<file path="src/rtl/firebird7_in_gate1_tessent_data_capture_w3.sv">
// Observe-side IJTAG data register for the firebird7_in gate1 network: it synchronises a
// functional bus into ijtag_tck and exposes a live or sticky-OR snapshot as a capture/shift/update segment.
module firebird7_in_gate1_tessent_data_capture_w3 #(
  parameter int unsigned WIDTH       = 3,
  parameter int unsigned SYNC_STAGES = 2
) (
  input  logic             ijtag_tck,
  input  logic             ijtag_reset,
  input  logic             ijtag_sel,
  input  logic             ijtag_ce,
  input  logic             ijtag_se,
  input  logic             ijtag_ue,
  input  logic             ijtag_si,
  output logic             ijtag_so,
  input  logic [WIDTH-1:0] functional_data_in,
  output logic             sticky_mode,
  output logic             sticky_nonzero
);

  typedef enum logic [1:0] {
    OP_NONE,
    OP_CAPTURE,
    OP_SHIFT,
    OP_UPDATE
  } op_e;

  op_e              op;
  logic [WIDTH+1:0] sr;
  logic [WIDTH+1:0] sr_d;
  logic             mode_d;
  logic [WIDTH-1:0] sync_ff [SYNC_STAGES];
  logic [WIDTH-1:0] sync_q;
  logic [WIDTH-1:0] sticky_q;
  logic             sticky_clear;

  // Only the highest-priority requested operation runs: capture, then shift, then update.
  always_comb begin
    op = OP_NONE;
    if (ijtag_sel) begin
      if (ijtag_ce)      op = OP_CAPTURE;
      else if (ijtag_se) op = OP_SHIFT;
      else if (ijtag_ue) op = OP_UPDATE;
    end
  end

  always_ff @(posedge ijtag_tck or negedge ijtag_reset) begin
    if (!ijtag_reset) begin
      for (int unsigned i = 0; i < SYNC_STAGES; i++) sync_ff[i] <= '0;
    end else begin
      sync_ff[0] <= functional_data_in;
      for (int unsigned i = 1; i < SYNC_STAGES; i++) sync_ff[i] <= sync_ff[i-1];
    end
  end

  assign sync_q = sync_ff[SYNC_STAGES-1];

  // A clear issued by update wins over whatever synchronised bits arrive on the same edge.
  assign sticky_clear = (op == OP_UPDATE) && sr[WIDTH+1];

  always_ff @(posedge ijtag_tck or negedge ijtag_reset) begin
    if (!ijtag_reset)      sticky_q <= '0;
    else if (sticky_clear) sticky_q <= '0;
    else                   sticky_q <= sticky_q | sync_q;
  end

  always_comb begin
    sr_d   = sr;
    mode_d = sticky_mode;
    unique case (op)
      OP_CAPTURE: sr_d = {1'b0, sticky_mode, (sticky_mode ? sticky_q : sync_q)};
      OP_SHIFT:   sr_d = {ijtag_si, sr[WIDTH+1:1]};
      OP_UPDATE:  mode_d = sr[WIDTH];
      default:    ;
    endcase
  end

  always_ff @(posedge ijtag_tck or negedge ijtag_reset) begin
    if (!ijtag_reset) begin
      sr          <= '0;
      sticky_mode <= 1'b0;
    end else begin
      sr          <= sr_d;
      sticky_mode <= mode_d;
    end
  end

  assign ijtag_so       = sr[0];
  assign sticky_nonzero = |sticky_q;

endmodule
</file>
<file path="config.mk">
export PLATFORM = sky130hd
export DESIGN_NAME = firebird7_in_gate1_tessent_data_capture_w3
export DESIGN_NICKNAME = d
export VERILOG_FILES = /design/src/rtl/firebird7_in_gate1_tessent_data_capture_w3.sv
export SDC_FILE = /design/constraint.sdc
export NUM_CORES = 1
export LEC_CHECK = 0
export BUFFER_PORTS_ARGS = -buffer_cell sky130_fd_sc_hd__buf_2
export CAP_MARGIN = 15
export CORE_AREA = 2 2 39 41
export CTS_CLUSTER_SIZE = 25
export DETAILED_ROUTE_END_ITERATION = 8
export DIE_AREA = 0 0 41 43
export PLACE_DENSITY = 0.69
export SYNTH_ARGS = -nofsm -noshare
export SYNTH_HDL_FRONTEND = slang
export SYNTH_SLANG_ARGS = --single-unit
export TNS_END_PERCENT = 1
</file>
<file path="constraint.sdc">
create_clock -name ijtag_tck -period 0.9 [get_ports ijtag_tck]
set_input_delay 0.18 -clock ijtag_tck [delete_from_list [all_inputs] [get_ports ijtag_tck]]
set_output_delay 0.18 -clock ijtag_tck [all_outputs]
set_load 0.005 [all_outputs]
</file>
After elaboration in Yosys (flattened, before gate mapping)
Index checks and enable logic that the tools add are counted.
{"block": "totals", "register_bits": 15, "inputBits": 10, "out_inout_bits": 3, "wordCells": 19}
{"block": "op_classes", "eq_ne": 3, "muxes": 7, "bitwise_logic": 1, "reduce_logical": 3}
{"operator": "5-bit case mux with 2 select lines", "count": 1}
{"operator": "2-bit two-way mux", "count": 4}
{"operator": "3-bit two-way mux", "count": 2}
{"operator": "2-bit equality test (second input constant)", "count": 2}
{"operator": "3-bit OR", "count": 1}
{"operator": "3-bit OR reduction", "count": 1}
{"operator": "2-bit by 1-bit equality test with 1-bit output (second input constant)", "count": 1}
{"operator": "2-bit nonzero test", "count": 1}
{"operator": "1-bit logical AND", "count": 1}

Longest topological paths before layout
Gate-level depths: netlist (run 1).
{"block": "logic_depth", "word_depth": 7, "mapped_depth": 6, "mapped_depth_nobuf": 5}

Worst setup path after synthesis (run 1)
Ideal clock, no wire load.
{"block": "synth_timing", "path_type": "input -> register", "start": "in ijtag_ue", "end": "reg sr[0]", "setup_time_ns": 0.131, "arrival_time_ns": 1.066, "required_ns": 0.769, "setup_slack_ns": -0.296, "stages": 6, "n_path_buf": 1, "cell_sequence": "nor2b_1 o21a_1 ha_1 buf_2 nand2b_1 o211ai_1"}
{"block": "synth_between", "elab_chain_cells": 6, "elab_cells_between_ends": 8, "cone_classes": "eq/ne: 2; mux: 5; reduce/logical: 1"}
{"element": "start: declaration", "line_no": "12", "rtl": "input logic ijtag_ue,"}
{"element": "2-bit two-way mux *", "line_no": "42", "rtl": "else if (ijtag_ue) op = OP_UPDATE;"}
{"element": "2-bit two-way mux *", "line_no": "41", "rtl": "else if (ijtag_se) op = OP_SHIFT;"}
{"element": "2-bit two-way mux *", "line_no": "40", "rtl": "if (ijtag_ce) op = OP_CAPTURE;"}
{"element": "2-bit two-way mux *", "line_no": "39", "rtl": "if (ijtag_sel) begin"}
{"element": "2-bit equality test / 2-bit by 1-bit equality test with 1-bit output (equally long branches)", "line_no": "69", "rtl": "unique case (op)"}
{"element": "5-bit case mux with 2 select lines / 2-bit nonzero test (equally long branches)"}
{"element": "end signal: assignment", "line_no": "82", "rtl": "sr <= sr_d;"}
{"element": "end: declaration", "line_no": "28", "rtl": "logic [WIDTH+1:0] sr;"}
Every way passes the cells marked *; elsewhere a longest branch is shown, timed or not.
A chain may end at the register's enable or synchronous reset.

Worst setup path in the final report (run 1)
{"block": "layout_timing", "start": "reg sticky_q[2]", "end": "out sticky_nonzero"}
{"block": "layout_between", "elab_chain_cells": 1}
{"element": "start: declaration", "line_no": "33", "rtl": "logic [WIDTH-1:0] sticky_q;"}
{"element": "start signal: assignment", "line_no": "63", "rtl": "else sticky_q <= sticky_q | sync_q;"}
{"element": "3-bit OR reduction", "line_no": "88", "rtl": "assign sticky_nonzero = |sticky_q;"}
{"element": "end: declaration", "line_no": "17", "rtl": "output logic sticky_nonzero"}
Every way passes these cells.

==> flow_summary.toml, run 1 <==
[run]
drv_cap = 0

[routing]
ant_nets = 0
dr.pass1.iters = 4
via_count = 466
wl_per_cell_um = 12.8
detail_route.iter0.violations = 7
drc_errors = 0
wl_um = 1210
vias_per_cell = 4.96

[placement]
dpl_worst_slack_ns = -0.426
port_buffers = 12
place_area_um2 = 749
place.gp.congestion = 0.806
hpwl_um = 819

[sta]
finalCritPeriodShare = 1.48
fin_crit_ns = 1.33
hold_viol = 0
setup_viol = 10
setup_ws_ns = -0.433
rsz0062_at_grt = "true"
tightestPinTransition_ns = 0.333
final_max_slew_viol_count = 0
slew_headroom = 0.778
finClkSkew_ns = 0.00236
fmax_ghz = 0.750
tns_ns = -1.26

[floorplanning]
core_area_mm2 = 0.00138
fp-row-count = 14
io_pins = 13
die_w_um = 41
initial_core_util = 0.442
dieArea_mm2 = 0.00176
die_h_um = 43

[logic_synthesis]
syn_nets = 63
synth_top_area_share = 0.613
synth-seq-cells = 15
synth_cell_type_count = 17
synthArstFlopShare = 1.00
avgSynthCellArea_um2 = 12.0
yosysTopAreaCell = "dfrtp_1"
synth.most_common_cell = "dfrtp_1"
yosysSeqAreaShare = 0.613
syn_area_um2 = 612
synth_edf_count = 0
synth_warnings = 0
syn_inst = 51
yosys-top-cells-area = "dfrtp_1 (61%), mux2i_1 (6.5%), ha_1 (4.1%), nand2b_1 (4.1%), o211ai_1 (3.7%)"
ys.flop_type = "dfrtp_1"
synth_common_cells = "dfrtp_1 (15), nor2_1 (5)"

[power]
clkPwrFrac = 0.236
leakage_nw = 0.377
internal_power_w = 0.00118
swShare = 0.282
vdd_ir_drop_max_mv = 1.18
p_sw_w = 0.000461
combPwrFrac = 0.226
p_seq_frac = 0.538
power_per_cell_area_mw_per_mm2 = 1870

[cells_and_area]
diodes = 0
multi_input_area_um2 = 262
area_growth_pct = 43.1
seq_area_um2 = 377
design_area_um2 = 876
n_fill_cell = 105
layout-drive-gt1-share = 0.423
final_nets = 91

[clocking]
cts_tree = "yes"
cts.sinks = 15
cts_max_level = 1
clockBufferDepth = 2
cts.clk_slew.worst_paths_ns = 0.09
clockRootBuffer = "clkbuf_4"
clk_latency_ns = 0.28
numCtsBuffers = 3

[critical_path]
critPathMaxFanout = 2
critPathKind = "register to output pin"
worstSetupStartpointType = "register"
arrival_ns = 1.15
cp_cell_sequence = "or3_1 -> buf_2"
crit_path_end_kind = "output pin"
critPathSlowestCell = "dfrtp_1"
slowest_delay_ns = 0.38
worstPathRequired_ns = 0.72

[outcome]
violations = "negative setup slack"
status = "complete, but fails checks"

[global_route]
grt_max_degree = 16
antenna_found_initial = 0
track_usage = 0.175
grt_first_pass_wirelength_um = 1990
grt_overflow = 0
grt_pass1_vias = 485

[hold_path]
hold_class = "input pin to register"
==> layout by cell type, fill, tap and decap left out, types with 3 or more instances in the layout <==
master         netlist  routed
a21oi_1              4       4
dlygate4sd3_1        0       4
mux2i_1              4       4
nand3_1              4       4
nand2b_1             4       3
o211ai_1             3       3
buf_4                1       7
dfrtp_1             15      14
buf_2                1      10
nor2_1               5       3
buf_6                0       4
clkbuf_4             0       3
==> final timing paths <==
check	depth (start not counted)	slack [ns]	end	start
min in group asynchronous	2	0.32	sr[1]	ijtag_reset
max reg2reg	5	-0.18	sr[2]	sticky_q[2]
max	2	-0.43	sticky_nonzero	sticky_q[2]
min reg2reg	0	0.35	sync_q[2]	sync_ff[5]
max in group asynchronous	2	0.32	sticky_mode	ijtag_reset
min	3	0.14	sr[4]	ijtag_si
==> flip-flops by register name, summed over array words and instances, names as in the netlist <==
| name | flops |
|---|---|
| sr | 5 |
| sticky_q | 3 |
| sync_ff | 3 |
| sync_q | 3 |
| sticky_mode | 1 |
==> power groups by stage <==
stage | Clock (W) | Combinational, W | Sequential [W]
after floorplan | 0 | 0.000251 | 0.000834
after global routing | 0.000416 | 0.000411 | 0.000901
final | 0.000386 | 0.000370 | 0.000882
after CTS | 0.000394 | 0.000333 | 0.000874
after global placement | 0 | 0.000294 | 0.000881
after detailed placement | 0 | 0.000307 | 0.000878
==> stage by stage <==
step           std cells  total power, W  utilization  hold WS [ns]
4_1_cts               93         0.00160        0.606         0.141
5_1_grt               94         0.00173        0.633         0.154
2_1_floorplan         51         0.00108            -        -0.116
3_5_place_dp          84         0.00119        0.542         0.102
6_report              94         0.00164        0.633         0.138
3_3_place_gp          84         0.00118        0.542        0.0863
==> critical path: cells and delay by family, from the launching register on <==
kind	cells	cell delay, ns
AND/OR/NAND/NOR	1	0.36
flip-flops	1	0.38
buffers and inverters	1	0.13
==> final cells by class <==
class | instances | share of cell area
clock buffers | 4 | 0.0300
inverters | 1 | 0.00429
multi-input cells | 33 | 0.299
flip-flops and latches | 15 | 0.430
well taps | 16 | 0.0229
repair buffers | 25 | 0.214
==> cells by family after synthesis <==
logic type                 Yosys count  share of synthesized area
DFF                                 15                      0.613
buffers and inverters                3                     0.0266
and+or+nand+nor                     16                      0.137
AOI/OAI and AO/OA                   10                     0.0982
muxes                                5                     0.0838
adders and majority gates            2                     0.0409
==> repair_timing <==
action                                  4_1_cts  5_1_grt
endpoints found under the setup margin        9       10
resized for setup                             6        7
hold buffers                                  4        0
endpoints found under the hold margin        18        0
buffers inserted                              1        1
pin swaps                                     3        0
==> layer usage <==
metal  GRT usage  wire, µm  vias up
li1            -         -      231
met1       0.222       504      219
met2       0.256       623       11
met3      0.0314        41        5
met4       0.120        36        0
met5           0         0        -
Power figures use the tool's default switching activity.
==> run 2, diff against run 1 <==
--- a/config.mk
+++ b/config.mk
@@ -7,11 +7,11 @@
 export LEC_CHECK = 0
 export BUFFER_PORTS_ARGS = -buffer_cell sky130_fd_sc_hd__buf_2
 export CAP_MARGIN = 15
-export CORE_AREA = 2 2 39 41
-export CTS_CLUSTER_SIZE = 25
+export CORE_UTILIZATION = 43
+export CTS_BUF_LIST = sky130_fd_sc_hd__clkbuf_4
+export CTS_CLUSTER_SIZE = 20
 export DETAILED_ROUTE_END_ITERATION = 8
-export DIE_AREA = 0 0 41 43
-export PLACE_DENSITY = 0.69
+export PLACE_DENSITY = 0.65
 export SYNTH_ARGS = -nofsm -noshare
 export SYNTH_HDL_FRONTEND = slang
 export SYNTH_SLANG_ARGS = --single-unit
==> flow_summary.toml, run 2 (synthesized netlist as in run 1, its figures left out) <==
[cells_and_area]
n_fill_cell = 107
layout_common_cells = "dfrtp_1 (14), buf_2 (11), buf_4 (7), nor2_1 (5)"
final_nets = 90
fin_cells = 92
diodes = 0
layout-drive-gt1-share = 0.403
mostFrequentLayoutCell = "dfrtp_1"
area_growth_pct = 39.7
largest_reg_flops = 5
regMostFlops = "sr"

[sta]
hold_viol = 0
finalCritPeriodShare = 1.46
fmax_ghz = 0.759
final_max_slew_viol_count = 0
rsz0062_at_grt = "true"
tightestPinTransition_ns = 0.322
setup_ws_ns = -0.418
slew_headroom = 0.785
setup_viol = 8
fin_crit_ns = 1.32
finClkSkew_ns = 0.00242

[global_route]
track_usage = 0.187
antenna_found_initial = 0
grt_max_degree = 16
grt_pass1_vias = 433
grt_first_pass_wirelength_um = 1730
grt_overflow = 0

[routing]
dr.pass1.iters = 1
vias_per_cell = 4.86
wl_per_cell_um = 11.2
wl_um = 1030
detail_route.iter0.violations = 0
ant_nets = 0
via_count = 447
drc_errors = 0

[clocking]
cts_tree = "yes"
cts.clk_slew.worst_paths_ns = 0.08
numCtsBuffers = 3
clockRootBuffer = "clkbuf_4"
cts_max_level = 1
clk_latency_ns = 0.28
cts.sinks = 15
clockBufferDepth = 2

[critical_path]
timing.rr.start = "sticky_q[2]"
crit_family = "flip-flops"
arrival_ns = 1.14
crit_path_end_kind = "output pin"
cp_cell_sequence = "or3_1 -> buf_2"
worstSetupStartpointType = "register"
critPathMaxFanout = 2
critPathSlowestCell = "dfrtp_1"
slowest_delay_ns = 0.38
worstPathRequired_ns = 0.72
critPathKind = "register to output pin"
path_buf_inv = 1
cp-startpoint = "sticky_q[2]"

[run]
drv_cap = 0

[power]
clkPwrFrac = 0.231
combPwrFrac = 0.219
p_sw_w = 0.000427
p_seq_frac = 0.550
vdd_ir_drop_max_mv = 0.786
total_power_w = 0.00159
internal_power_w = 0.00116
leakage_nw = 0.373
power_per_cell_area_mw_per_mm2 = 1860
swShare = 0.268

[floorplanning]
initial_core_util = 0.464
fp-row-count = 13
die_w_um = 39.7
dieArea_mm2 = 0.00158
die_h_um = 39.7
core_area_mm2 = 0.00132
io_pins = 13

[hold_path]
hold_class = "input pin to register"
hp-start = "ijtag_si"

[placement]
dp_cells = 83
hpwl_um = 736
place.gp.congestion = 0.683
port_buffers = 12

[outcome]
violations = "negative setup slack"
status = "complete, but fails checks"
[run 2: worst reg2reg max path, delay by kind of cell, from the launching register on]
| kind | cells | cell delay [ns] |
|---|---|---|
| DFF | 1 | 0.38 |
| buffers and inverters | 2 | 0.26 |
| muxes | 1 | 0.14 |
| AOI/OAI and AO/OA | 1 | 0.09 |
[run 2: area by class of cell]
class | count | area [µm²] | area share
inverters | 1 | 3.75 | 0.00439
repair buffers | 24 | 170 | 0.199
clock inverters | 1 | 5.00 | 0.00586
clock buffers | 3 | 22.5 | 0.0264
multi-input cells | 33 | 258 | 0.302
well taps | 15 | 18.8 | 0.0220
flip-flops and latches | 15 | 377 | 0.441
[run 2: per-stage QoR]
| step | utilization | setup TNS, ns | hold slack [ns] | area (µm²) | worst slack [ns] |
|---|---|---|---|---|---|
| 2_1_floorplan | - | -1.35 | -0.116 | 636 | -0.246 |
| 3_3_place_gp | 0.568 | -2.75 | 0.0952 | 748 | -0.390 |
| 3_5_place_dp | 0.568 | -2.95 | 0.0953 | 748 | -0.432 |
| 4_1_cts | 0.635 | -0.976 | 0.125 | 837 | -0.433 |
| 5_1_grt | 0.649 | -1.41 | 0.141 | 855 | -0.469 |
| 6_report | 0.649 | -0.948 | 0.135 | 855 | -0.418 |
[run 2: power groups by stage]
stage / Combinational [W] / Sequential, W / Clock (W)
after floorplan: 0.000251 / 0.000834 / 0
after global placement: 0.000291 / 0.000878 / 0
after detailed placement: 0.000297 / 0.000878 / 0
after CTS: 0.000328 / 0.000870 / 0.000393
after global routing: 0.000392 / 0.000894 / 0.000412
final: 0.000349 / 0.000875 / 0.000368
[run 2: worst paths after layout]
path	end	slack (ns)	cells past startpoint
max in group asynchronous	sticky_mode	0.32	2
worst max register to register	sr[2]	-0.07	4
worst min-delay path	sr[4]	0.14	3
min in group asynchronous	sticky_q[1]	0.32	2
worst max-delay path	sticky_nonzero	-0.42	2
worst min register to register	sync_q[2]	0.35	0
[run 2: routing by layer]
metal,up-vias,wire length (µm),track usage
li1,227,-,-
met1,203,449,0.194
met2,15,500,0.295
met3,2,58,0.0852
met4,0,17,0.129
met5,-,0,0
[run 2: timing repair]
item                                    in CTS  in global routing
cloned                                       0                  0
endpoints found under the hold margin       18                  0
pin swaps                                    0                  1
endpoints found under the setup margin       8                 10
hold buffers                                 4                  0
buffers inserted                             0                  1
gates resized for setup                      5                  2
